$ cat config.mk
export PLATFORM = sky130hd
export DESIGN_NAME = bscan_sequencer
export DESIGN_NICKNAME = d
export VERILOG_FILES = /design/src/rtl/bsc_pkg.sv /design/src/rtl/bscan_sequencer.sv
export SDC_FILE = /design/constraint.sdc
export NUM_CORES = 1
export LEC_CHECK = 0
export BUFFER_PORTS_ARGS = -buffer_cell sky130_fd_sc_hd__buf_2
export CAP_MARGIN = 20
export CORE_ASPECT_RATIO = 0.8
export CORE_MARGIN = 8
export CORE_UTILIZATION = 50
export DETAILED_ROUTE_END_ITERATION = 16
export GPL_ROUTABILITY_DRIVEN = 0
export PLACE_DENSITY = 0.74
export SLEW_MARGIN = 25
export SYNTH_ARGS = -nofsm -noshare
export SYNTH_HDL_FRONTEND = slang
export SYNTH_SLANG_ARGS = --single-unit
export TNS_END_PERCENT = 1
$ cat constraint.sdc
create_clock -name tck -period 3.5 [get_ports tck]
set_input_delay 0.175 -clock tck [delete_from_list [all_inputs] [get_ports tck]]
set_output_delay 0.175 -clock tck [all_outputs]
set_load 0.02 [all_outputs]
$ cat src/rtl/bsc_pkg.sv
// Boundary-scan sequencer shared definitions: FSM state encoding, control bus
// bit indices (shared with the chain integration) and the control decoder.
package bsc_pkg;

  localparam int unsigned BSC_CTL_W = 4;
  localparam int unsigned BSC_CAP   = 0;
  localparam int unsigned BSC_SHF   = 1;
  localparam int unsigned BSC_UPD   = 2;
  localparam int unsigned BSC_MODE  = 3;

  typedef enum logic [2:0] {
    IDLE  = 3'd0,
    CAP1  = 3'd1,
    CAP2  = 3'd2,
    SHIFT = 3'd3,
    UPD   = 3'd4,
    DONE  = 3'd5
  } bsc_state_e;

  // Control bus value presented to the chain while in state st.
  function automatic logic [BSC_CTL_W-1:0] bsc_ctl(input bsc_state_e st, input logic mode);
    logic [BSC_CTL_W-1:0] c;
    c           = '0;
    c[BSC_MODE] = mode;
    case (st)
      CAP1, CAP2: c[BSC_CAP] = 1'b1;
      SHIFT:      c[BSC_SHF] = 1'b1;
      UPD:        c[BSC_UPD] = 1'b1;
      default:    ;
    endcase
    return c;
  endfunction

endpackage

$ cat src/rtl/bscan_sequencer.sv
// Sequences one boundary-scan DR operation (capture x2 -> shift -> update)
// from a start/done handshake. Parallel-in/parallel-out front end to the chain.
// Ports:
//   tck, reset_n          scan clock, async active-low reset
//   start, test_mode_req  operation request and its mode (latched on accept)
//   abort                 abandon operation before update (reports err)
//   wr_data / rd_data     pattern to load / captured chain contents
//   busy, done, err       status (done is a 1-cycle pulse, err qualifies it)
//   bsc_control           to chain: [0] capture [1] shift [2] update [3] mode
//   bsc_tdi / bsc_tdo     serial data to cell 0 / from last cell
module bscan_sequencer
  import bsc_pkg::*;
#(
  parameter int unsigned CHAIN_LENGTH = 32
) (
  input  logic                    tck,
  input  logic                    reset_n,
  input  logic                    start,
  input  logic                    test_mode_req,
  input  logic                    abort,
  input  logic [CHAIN_LENGTH-1:0] wr_data,
  output logic [CHAIN_LENGTH-1:0] rd_data,
  output logic                    busy,
  output logic                    done,
  output logic                    err,
  output logic [BSC_CTL_W-1:0]    bsc_control,
  output logic                    bsc_tdi,
  input  logic                    bsc_tdo
);

  localparam int unsigned CNT_W = $clog2(CHAIN_LENGTH + 1);
  localparam int unsigned IDX_W = $clog2(CHAIN_LENGTH);

  bsc_state_e              state_q, state_d;
  logic                    mode_q, mode_d;
  logic                    err_q, err_d;
  logic [CNT_W-1:0]        cnt_q, cnt_d;
  logic [CHAIN_LENGTH-1:0] wr_q;
  logic                    accept;
  logic                    last_bit;
  logic [IDX_W-1:0]        tdi_idx;
  logic [IDX_W-1:0]        rd_idx;

  // Next-state, counter, mode and error bookkeeping.
  always_comb begin
    state_d  = state_q;
    mode_d   = mode_q;
    err_d    = err_q;
    cnt_d    = cnt_q;
    accept   = ((state_q == IDLE) || (state_q == DONE)) && start && !abort;
    last_bit = (cnt_q == CNT_W'(CHAIN_LENGTH - 1));

    case (state_q)
      IDLE, DONE: state_d = accept ? CAP1 : IDLE;
      CAP1:       state_d = abort ? DONE : CAP2;
      CAP2:       state_d = abort ? DONE : SHIFT;
      SHIFT:      state_d = abort ? DONE : (last_bit ? UPD : SHIFT);
      UPD:        state_d = DONE;
      default:    state_d = IDLE;
    endcase

    if (accept) begin
      mode_d = test_mode_req;
      err_d  = 1'b0;
    end
    if (abort && ((state_q == CAP1) || (state_q == CAP2) || (state_q == SHIFT))) begin
      err_d = 1'b1;
    end

    if (state_q == CAP2) begin
      cnt_d = '0;
    end else if ((state_q == SHIFT) && !last_bit) begin
      cnt_d = cnt_q + CNT_W'(1);
    end

    // Chain is shifted MSB first, so cell CHAIN_LENGTH-1-cnt is on the wire.
    tdi_idx = IDX_W'(CHAIN_LENGTH - 1) - IDX_W'(cnt_d);
    rd_idx  = IDX_W'(CHAIN_LENGTH - 1) - IDX_W'(cnt_q);
  end

  // State and registered outputs; outputs are decoded from the next state so
  // they line up with the state they describe.
  always_ff @(posedge tck or negedge reset_n) begin
    if (!reset_n) begin
      state_q     <= IDLE;
      mode_q      <= 1'b0;
      err_q       <= 1'b0;
      cnt_q       <= '0;
      wr_q        <= '0;
      rd_data     <= '0;
      busy        <= 1'b0;
      done        <= 1'b0;
      err         <= 1'b0;
      bsc_control <= '0;
      bsc_tdi     <= 1'b0;
    end else begin
      state_q     <= state_d;
      mode_q      <= mode_d;
      err_q       <= err_d;
      cnt_q       <= cnt_d;
      if (accept) begin
        wr_q <= wr_data;
      end
      // Every edge with shift asserted moves one bit out of the chain.
      if (state_q == SHIFT) begin
        rd_data[rd_idx] <= bsc_tdo;
      end
      busy        <= (state_d == CAP1) || (state_d == CAP2) ||
                     (state_d == SHIFT) || (state_d == UPD);
      done        <= (state_d == DONE);
      err         <= (state_d == DONE) && err_d;
      bsc_control <= bsc_ctl(state_d, mode_d);
      bsc_tdi     <= (state_d == SHIFT) ? wr_q[tdi_idx] : 1'b0;
    end
  end

endmodule
== Word-level counts from Yosys, hierarchy flattened ==
Index checks and enable logic that the tools add are counted.

* Add/subtract/negate cells: 3
* Order comparisons: 3
* Equal/unequal tests: 11
* Mux-type cells: 20
* Reductions and logical operators: 18

{| class="wikitable"
|+ Operators with widths
! operator !! count
|-
| bitwise mux 32 bit || 1
|-
| one-hot mux 3 bit (5 select lines) || 1
|-
| equality test 3 x 2 -> 1 bit, second input constant || 4
|-
| equality test 3 bit, second input constant || 4
|-
| less-than comparator 5 x 6 -> 1 bit, second input constant || 2
|-
| two-way mux 3 bit || 4
|-
| two-way mux 6 bit || 2
|-
| two-way mux 1 bit || 10
|-
| subtractor 5 bit, first input constant || 2
|-
| adder 6 x 1 -> 6 bit, second input constant || 1
|-
| equality test 3 x 1 -> 1 bit, second input constant || 2
|-
| equality test 6 x 5 -> 1 bit, second input constant || 1
|-
| logical AND 1 bit || 6
|-
| logical OR 1 bit || 6
|-
| binary-select mux 1 bit (select 5 bit) || 1
|-
| demux 1 bit (select 5 bit) || 1
|-
| greater-or-equal comparator 5 x 1 -> 1 bit, second input constant || 1
|-
| OR reduction 2 bit || 2
|-
| logical NOT 3 bit || 1
|-
| logical NOT 1 bit || 2
|-
| nonzero test 2 bit || 1
|}

* Register bits after elaboration: 83

== Longest topological paths before layout ==
Gate-level depths: netlist of the first run.

* Depth in word-level cells: 10
* Mapped depth: 10
* Gate-level depth less buffers: 9

== Worst setup path after synthesis of the first run ==
No wires, ideal clock.

* Path type: flip-flop to flip-flop
* From: reg cnt_q[0]
* To: reg bsc_tdi
* Arrival: 2342 ps
* Setup slack: 1031 ps
* Stages on the path, launching flop included: 10
* Buffers on the path: 1
* Period minus slack after synthesis: 2469 ps
* Cell sequence: dfrtp_1 > ha_1 > and4b_4 > or3_4 > and2_4 > buf_6 > a211o_1 > a2111o_1 > o211ai_2 > nor4_1

* Word-level cells in the longest chain between the ends: 9

{| class="wikitable"
|+ RTL lines
! element !! line !! source
|-
| start, declared || bscan_sequencer.sv:37 || <nowiki>logic [CNT_W-1:0] cnt_q, cnt_d;</nowiki>
|-
| start signal, assigned || bscan_sequencer.sv:100 || <nowiki>cnt_q <= cnt_d;</nowiki>
|-
| branches (longest 8 deep; another with adder 6 x 1 -> 6 bit) || - ||
|-
| two-way mux 1 bit (*) || bscan_sequencer.sv:113 || <nowiki>bsc_tdi <= (state_d == SHIFT) ? wr_q[tdi_idx] : 1'b0;</nowiki>
|-
| end signal, assigned || bscan_sequencer.sv:113 ||
|-
| end, declared || bscan_sequencer.sv:27 || <nowiki>output logic bsc_tdi,</nowiki>
|}

Mark *: on every way between the ends. The select of a mux whose other input is x is not followed.
A chain may end at the register's enable or synchronous reset.

== Final worst setup path of the first run ==
* From: reg state_q[0]
* To: reg bsc_tdi

* Word-level cells in the longest chain between the ends: 8

{| class="wikitable"
|+ RTL lines
! element !! line !! source
|-
| start, declared || bscan_sequencer.sv:34 || <nowiki>bsc_state_e state_q, state_d;</nowiki>
|-
| start signal, assigned || bscan_sequencer.sv:97 || <nowiki>state_q <= state_d;</nowiki>
|-
| equality test 3 x 2 -> 1 bit (tied with other cells) || bscan_sequencer.sv:53, bscan_sequencer.sv:72 ||
|-
| logical AND 1 bit / logical OR 1 bit (equally long branches) || bscan_sequencer.sv:72, bscan_sequencer.sv:50 ||
|-
| two-way mux 6 bit / logical AND 1 bit (equally long branches) || bscan_sequencer.sv:72, bscan_sequencer.sv:50 ||
|-
| two-way mux 6 bit / logical AND 1 bit (equally long branches) || bscan_sequencer.sv:70, bscan_sequencer.sv:50 ||
|-
| subtractor 5 bit / two-way mux 1 bit (equally long branches) || bscan_sequencer.sv:77, bscan_sequencer.sv:54 ||
|-
| binary-select mux 1 bit (select 5 bit) / one-hot mux 3 bit (5 select lines) (equally long branches) || bscan_sequencer.sv:113, bscan_sequencer.sv:53 ||
|-
| two-way mux 1 bit (not written as such) / equality test 3 x 2 -> 1 bit (equally long branches) || bscan_sequencer.sv:113 ||
|-
| two-way mux 1 bit (*) || bscan_sequencer.sv:113 ||
|}

Every way passes the cells marked *; elsewhere a longest branch is shown, timed or not. The select of a mux whose other input is x is not followed.

==> flow_summary.json, run 1 <==
{
  "status": "completed",
  "finalSetupTns_ps": 0,
  "drc_errors": 0,
  "top_layer_used": "met4",
  "area_delta_synth_final_pct": 16.4,
  "place_hpwl_mm": 5.80,
  "rsz0062_at_grt": "no",
  "holdCritPathClass": "in2reg",
  "async_reset_ff_frac": 1.00,
  "port_buffers": 77,
  "worst_pin_slew_ps": 717,
  "synthFlopType": "dfrtp_1",
  "io_pins": 78,
  "total_power_mw": 3.22,
  "cts_buffers": 9,
  "drt_iter0_drc": 127,
  "synth_edf_count": 0,
  "cp_data_required_time_ps": 3730,
  "viasPerCell": 5.26,
  "drv_cap": 0,
  "seq_area_um2": 2050,
  "path_cells": "nand4b_2 -> or3_4 -> and2_4 -> a211o_1 -> a2111o_1 -> o211ai_2 -> nor4_1",
  "setup_violations": 0,
  "hold_viol": 0,
  "ir_worst_vdd_v": 0.000381,
  "clock.fmax_ghz": 0.359,
  "wl_met3_um": 590,
  "dieWidth_um": 114,
  "slowest_stage": "dfrtp_1",
  "ys_ff_latch": 82,
  "holdWs_ps": 47.5,
  "switching_share": 0.348,
  "row_count": 28,
  "yosys.area.top_type": "dfrtp_1",
  "seqPwrFrac": 0.461,
  "final.min_clock_period_ps": 2780,
  "totalWireLength_mm": 8.08,
  "track_usage": 0.158,
  "report.final.slew_viol_count": 0,
  "cts.path.max_buffers": 2,
  "drive_gt1_frac": 0.410,
  "start_util": 0.520,
  "vias": 2657,
  "cp_max_fo": 22,
  "insertion_delay_ps": 350,
  "dp_slack_ps": 773,
  "grt_max_degree": 83,
  "dr.pass1.iters": 5,
  "synth_seq_area_share": 0.531,
  "period_share": 0.795,
  "wl_met1_mm": 3.80,
  "core-area_um2": 7430,
  "nets": 438,
  "worstSetupPathType": "reg2reg",
  "setup_slack_ps": 716,
  "p_int_mw": 2.10,
  "fp.dieH_um": 94.6,
  "avgSynthCellArea_um2": 12.0,
  "finalClockSkew_ps": 9.66,
  "drtAntennaViolNets": 0,
  "yosysWarnings": 0,
  "fillers": 641,
  "power_density_nw_per_um2": 716,
  "synth_top_area_frac": 0.531,
  "grt_pass1_wl_mm": 13.4,
  "dr_wl_met2_mm": 3.63,
  "path_clk_slew_ps": 80,
  "power_switching_mw": 1.12,
  "cts_sinks": 82,
  "num_antenna_cells": 0,
  "syn-num-nets": 365,
  "p_leak_nw": 2.08,
  "end_kind": "register",
  "grt_overflow": 0,
  "multiInputGateArea_um2": 1670,
  "syn_area_um2": 3860,
  "power_frac_comb": 0.336,
  "cts_max_level": 3,
  "critPathMaxStageDelay_ps": 740,
  "dpl_cell_area_um2": 4300,
  "finalInstanceArea_um2": 4500,
  "post-cts-setup-buffers": 0,
  "cts_tree": "built",
  "routedWlPerCell_um": 16.0,
  "synth.distinct_cells": 46,
  "p_clk_frac": 0.203,
  "antenna_found_initial": 0,
  "dieArea_um2": 10800,
  "synthTopCellsByArea": "dfrtp_1 (53%), mux2_2 (19%), mux2i_1 (4.1%), nand2_1 (2.4%), nor2_1 (2.2%)",
  "netlist_instances": 323,
  "ctsRootBufferMaster": "clkbuf_8",
  "grt_pass1_vias": 2791,
  "crit_path_start_kind": "register",
  "critPathArrivalTime_ps": 3010,
  "max_slew_margin": 0.522
}
## critical path: cells and delay by family (launching register included)
family / cells / cell delay [ps]
DFF: 1 / 740
and+or+nand+nor: 4 / 1120
AOI/OAI and AO/OA: 3 / 800
## logic make-up after synthesis
group           share of synthesized area
flops                               0.531
compound gates                     0.0703
mux                                 0.231
simple gates                        0.116
buf+inv                            0.0353
fa+ha+maj                          0.0156
## cells in the mapped netlist (all sizes together) (2+ instances only)
master	n
a2111o	2
a211o	2
a211oi	3
a21boi	3
a21oi	7
a22oi	4
a31oi	3
and2	6
and3	5
buf	5
clkbuf	12
dfrtp	82
ha	4
inv	11
mux2	65
mux2i	16
nand2	25
nand2b	2
nand3	7
nand4	2
nor2	23
nor2b	2
nor3	6
nor3b	3
o211ai	2
o21ai	4
or3	3
## routing by layer
| metal | vias to the layer above | GRT usage |
|---|---|---|
| met1 | 1274 | 0.206 |
| met2 | 88 | 0.240 |
| met4 | 0 | 0.0475 |
| li1 | 1289 | - |
| met5 | - | 0 |
| met3 | 6 | 0.0619 |
## cells in the final DEF, fill, tap and decap left out, types with 2 or more instances in the layout
cell type and count:
a21oi_1 7, a211oi_1 3, nor2b_1 2, a21boi_0 3, nor2_1 23, mux2_2 65
nand3_1 7, nand4_1 2, or3_1 2, a31oi_1 3, dfrtp_1 82, nor3b_1 3
inv_1 11, a211o_1 2, mux2i_1 16, nand2b_1 2, and3_1 5, clkbuf_1 2
a2111o_1 2, clkinvlp_4 2, nand2_1 25, ha_1 4, clkbuf_8 9, a22oi_1 4
nor3_1 6, and2_1 5, buf_2 76, o21ai_0 4
## power by group through the flow
stage	Combinational, mW	Clock [mW]	Sequential, mW
after floorplan	0.828	0	1.47
final	1.08	0.653	1.48
after CTS	1.09	0.678	1.48
after detailed placement	1.09	0	1.50
after global placement	1.05	0	1.49
after global routing	1.20	0.714	1.53
## sequential cells by signal, summed over array words and instances, names as in the netlist
register     cells
busy             1
wr_q            32
done             1
bsc_tdi          1
cnt_q            6
err              1
bsc_control      4
rd_data         32
err_q            1
state_q          3
## final timing paths
check / start / end / slack, ps / depth (start not counted)
hold / removal: wr_data[26] / wr_q[26] / 50 / 2
max in group asynchronous: reset_n / wr_q[23] / 2590 / 2
min in group asynchronous: reset_n / done / 420 / 2
setup / recovery: state_q[0] / bsc_tdi / 720 / 7
hold reg to reg: rd_data[26] / rd_data[26] / 500 / 1
setup reg to reg: state_q[0] / bsc_tdi / 720 / 7
## final cells by class
cell class              instances  share of cell area
well taps                     105              0.0292
inverters                      12              0.0100
multi-input cells             212               0.372
flip-flops and latches         82               0.456
clock buffers                  11              0.0292
clock inverters                 4              0.0120
repair buffers                 79              0.0910
## stage by stage
stage	instances	util
3_5_place_dp	489	0.579
3_3_place_gp	489	0.579
4_1_cts	504	0.603
6_report	505	0.605
5_1_grt	505	0.605
2_1_floorplan	323	-
## repair_timing
item                      4_1_cts  5_1_grt
gates resized for setup         0        0
hold endpoints to repair        0       82
hold buffers                    0        1
No activity file was read; power rests on OpenSTA's default activity.
==> run 2: changes to the inputs <==
--- a/config.mk
+++ b/config.mk
@@ -5,14 +5,15 @@
 export SDC_FILE = /design/constraint.sdc
 export NUM_CORES = 1
 export LEC_CHECK = 0
+export ABC_AREA = 1
 export BUFFER_PORTS_ARGS = -buffer_cell sky130_fd_sc_hd__buf_2
 export CAP_MARGIN = 20
 export CORE_ASPECT_RATIO = 0.8
 export CORE_MARGIN = 8
-export CORE_UTILIZATION = 50
+export CORE_UTILIZATION = 49
 export DETAILED_ROUTE_END_ITERATION = 16
 export GPL_ROUTABILITY_DRIVEN = 0
-export PLACE_DENSITY = 0.74
+export PLACE_DENSITY = 0.75
 export SLEW_MARGIN = 25
 export SYNTH_ARGS = -nofsm -noshare
 export SYNTH_HDL_FRONTEND = slang
==> constraint.sdc (replaced) <==
create_clock -name tck -period 2.5 [get_ports tck]
set_input_delay 0.125 -clock tck [delete_from_list [all_inputs] [get_ports tck]]
set_output_delay 0.125 -clock tck [all_outputs]
set_load 0.02 [all_outputs]
==> run 2 against run 1 <==
Clock skew barely moved. Highest routed layer unchanged. Worst setup slack worse by 440 ps. Final cell count is 29% higher. Sequential power grew 34%. Power increased by 57%. Count of clock-buffer cells in the layout decreased by 1. Largest power group is now combinational logic. Design area up 8.3%. Global-route usage up 2.7 points. Combinational power up 85%. Register-to-register slack got worse by 440 ps.
==> flow_summary.json, run 2 <==
{
  "totalWireLength_mm": 9.46,
  "drtAntennaViolNets": 0,
  "row_count": 29,
  "synth_top_family_by_area": "simple AND/OR/NAND/NOR gates",
  "synth_fa_ha_area_frac": 0.0130,
  "track_usage": 0.185,
  "path_cells": "ha_1 -> inv_1 -> nor2_1 -> nand2_4 -> nand3_4 -> nand3_4 -> nand2_1 -> nand3_1 -> nand3_1 -> nand3_1 -> a21oi_1 -> nor2_1",
  "num_antenna_cells": 0,
  "hold_viol": 0,
  "finalInstanceArea_um2": 4870,
  "cts.path.max_buffers": 2,
  "p_leak_nw": 2.33,
  "dp_cells": 600,
  "ys_ff_latch": 82,
  "drive_gt1_frac": 0.232,
  "holdCritPathClass": "in2reg",
  "yosys.area.top_type": "dfrtp_1",
  "crit_path_start_kind": "register",
  "multiInputGateArea_um2": 1480,
  "antenna_found_initial": 0,
  "cp_max_fo": 17,
  "critPathArrivalTime_ps": 2480,
  "end_kind": "register",
  "cts_max_level": 3,
  "cts_tree": "built",
  "period_share": 0.891,
  "muxShareOfSynthArea": 0,
  "vias": 3352,
  "worst_pin_slew_ps": 915,
  "dieWidth_um": 115,
  "finalClockSkew_ps": 9.64,
  "viasPerCell": 5.15,
  "synth_compound_area_frac": 0.136,
  "grt_max_degree": 83,
  "final.min_clock_period_ps": 2230,
  "drc_errors": 0,
  "async_reset_ff_frac": 1.00,
  "synthSimpleGateAreaFrac": 0.236,
  "synthFlopType": "dfrtp_1",
  "netlist_instances": 428,
  "io_pins": 78,
  "dr.pass1.iters": 4,
  "holdWs_ps": 314,
  "syn-num-nets": 470,
  "ir_worst_vdd_v": 0.000449,
  "max_slew_margin": 0.390,
  "ctsRootBufferMaster": "clkbuf_8",
  "synth_xor_xnor_area_share": 0,
  "dieArea_um2": 11000,
  "layout_commonest_cell": "nand2_1",
  "status": "completed",
  "synthTopCellsByArea": "dfrtp_1 (53%), nand2_1 (9.2%), a31oi_1 (5.2%), a21oi_1 (4.8%), nand3_1 (4.2%)",
  "start_util": 0.495,
  "path_clk_slew_ps": 80,
  "yosysMostFrequentCell": "nand2_1",
  "post-cts-setup-buffers": 0,
  "r2r_setup_slack_ps": 270,
  "port_buffers": 77,
  "worstSetupPathType": "reg2reg",
  "cts_sinks": 82,
  "clock.fmax_ghz": 0.449,
  "ys_top_cells_by_count": "nand2_1 (94), dfrtp_1 (82), inv_1 (40), a21oi_1 (37)",
  "setup_violations": 0,
  "area_delta_synth_final_pct": 26.6,
  "drv_cap": 0,
  "yosysWarnings": 0,
  "syn_area_um2": 3840,
  "avgSynthCellArea_um2": 8.98,
  "layout_common_cells": "nand2_1 (94), dfrtp_1 (82), buf_2 (76)",
  "report.final.slew_viol_count": 0,
  "nets": 580,
  "synth_top_area_frac": 0.534,
  "finalSetupTns_ps": 0,
  "top_regs": "rd_data x32, wr_q x32, cnt_q x6",
  "drt_iter0_drc": 249,
  "synth.distinct_cells": 36,
  "rsz0062_at_grt": "no",
  "grt_pass1_vias": 3305,
  "seq_area_um2": 2050,
  "synth_edf_count": 0,
  "cpMostUsedCell": "nand3_1",
  "routedWlPerCell_um": 14.5,
  "power_density_nw_per_um2": 1040,
  "fp.dieH_um": 95.2,
  "place_hpwl_mm": 6.40,
  "cts_buffers": 9,
  "cp_data_required_time_ps": 2750,
  "core-area_um2": 7760,
  "fillers": 685,
  "grt_overflow": 0,
  "synth_seq_area_share": 0.534,
  "dpl_cell_area_um2": 4290,
  "insertion_delay_ps": 360,
  "layoutNonFillerInstCount": 651,
  "critPathMaxStageDelay_ps": 440,
  "grt_pass1_wl_mm": 16.0,
  "slowest_stage": "dfrtp_1"
}
==> run 2: layout make-up <==
type / instances / area share
Inverter: 44 / 0.0355
Timing Repair Buffer: 121 / 0.166
Tap cell: 108 / 0.0278
Clock buffer: 10 / 0.0262
Sequential cell: 82 / 0.422
Multi-Input combinational cell: 280 / 0.304
Clock inverter: 6 / 0.0188
==> run 2: per-layer routing <==
metal	wire length [µm]	vias to the layer above	global-route usage
li1	-	1661	-
met1	4180	1575	0.230
met2	4640	104	0.309
met3	488	12	0.0424
met4	158	0	0.0709
met5	0	-	0
==> run 2: power by group <==
part	total (mW)	switching (mW)	internal, mW
sequential	1.99	0.245	1.74
combinational	2.00	1.33	0.676
clock	1.05	0.484	0.566
==> run 2: repair_timing <==
item / CTS / global route
hold endpoints to repair: 116 / 0
setup endpoints to repair: 0 / 0
hold buffers: 35 / 0
resized for setup: 0 / 0
==> run 2: per-stage QoR <==
step / worst slack (ps) / power (mW) / util
floorplan: 633 / 3.48 / -
global route: 131 / 5.40 / 0.627
CTS: 331 / 5.04 / 0.626
detailed placement: 351 / 3.94 / 0.553
global placement: 472 / 3.87 / 0.553
finish: 272 / 5.04 / 0.627
==> run 2: kinds of logic after synthesis <==
logic type / count (synthesis)
simple gates: 184
compound gates: 92
flops: 82
buf+inv: 66
fa+ha+maj: 4
==> run 2: path summary, 6_finish.rpt <==
check / start / to / cells after the start
worst min-delay path: start / bsc_control[0] / 6
worst max-delay path: cnt_q[0] / bsc_tdi / 12
worst min register to register: wr_q[24] / wr_q[24] / 2
min in group asynchronous: reset_n / wr_q[9] / 2
worst max register to register: cnt_q[0] / bsc_tdi / 12
max in group asynchronous: reset_n / rd_data[12] / 2
==> run 2: critical path, delay by kind of cell (launching register included) <==
family	cells	cell delay, ps
AO/OA/AOI/OAI	1	170
AND/OR/NAND/NOR	9	1240
flip-flops	1	440
buffers and inverters	1	70
adder cells (fa/ha/maj)	1	200
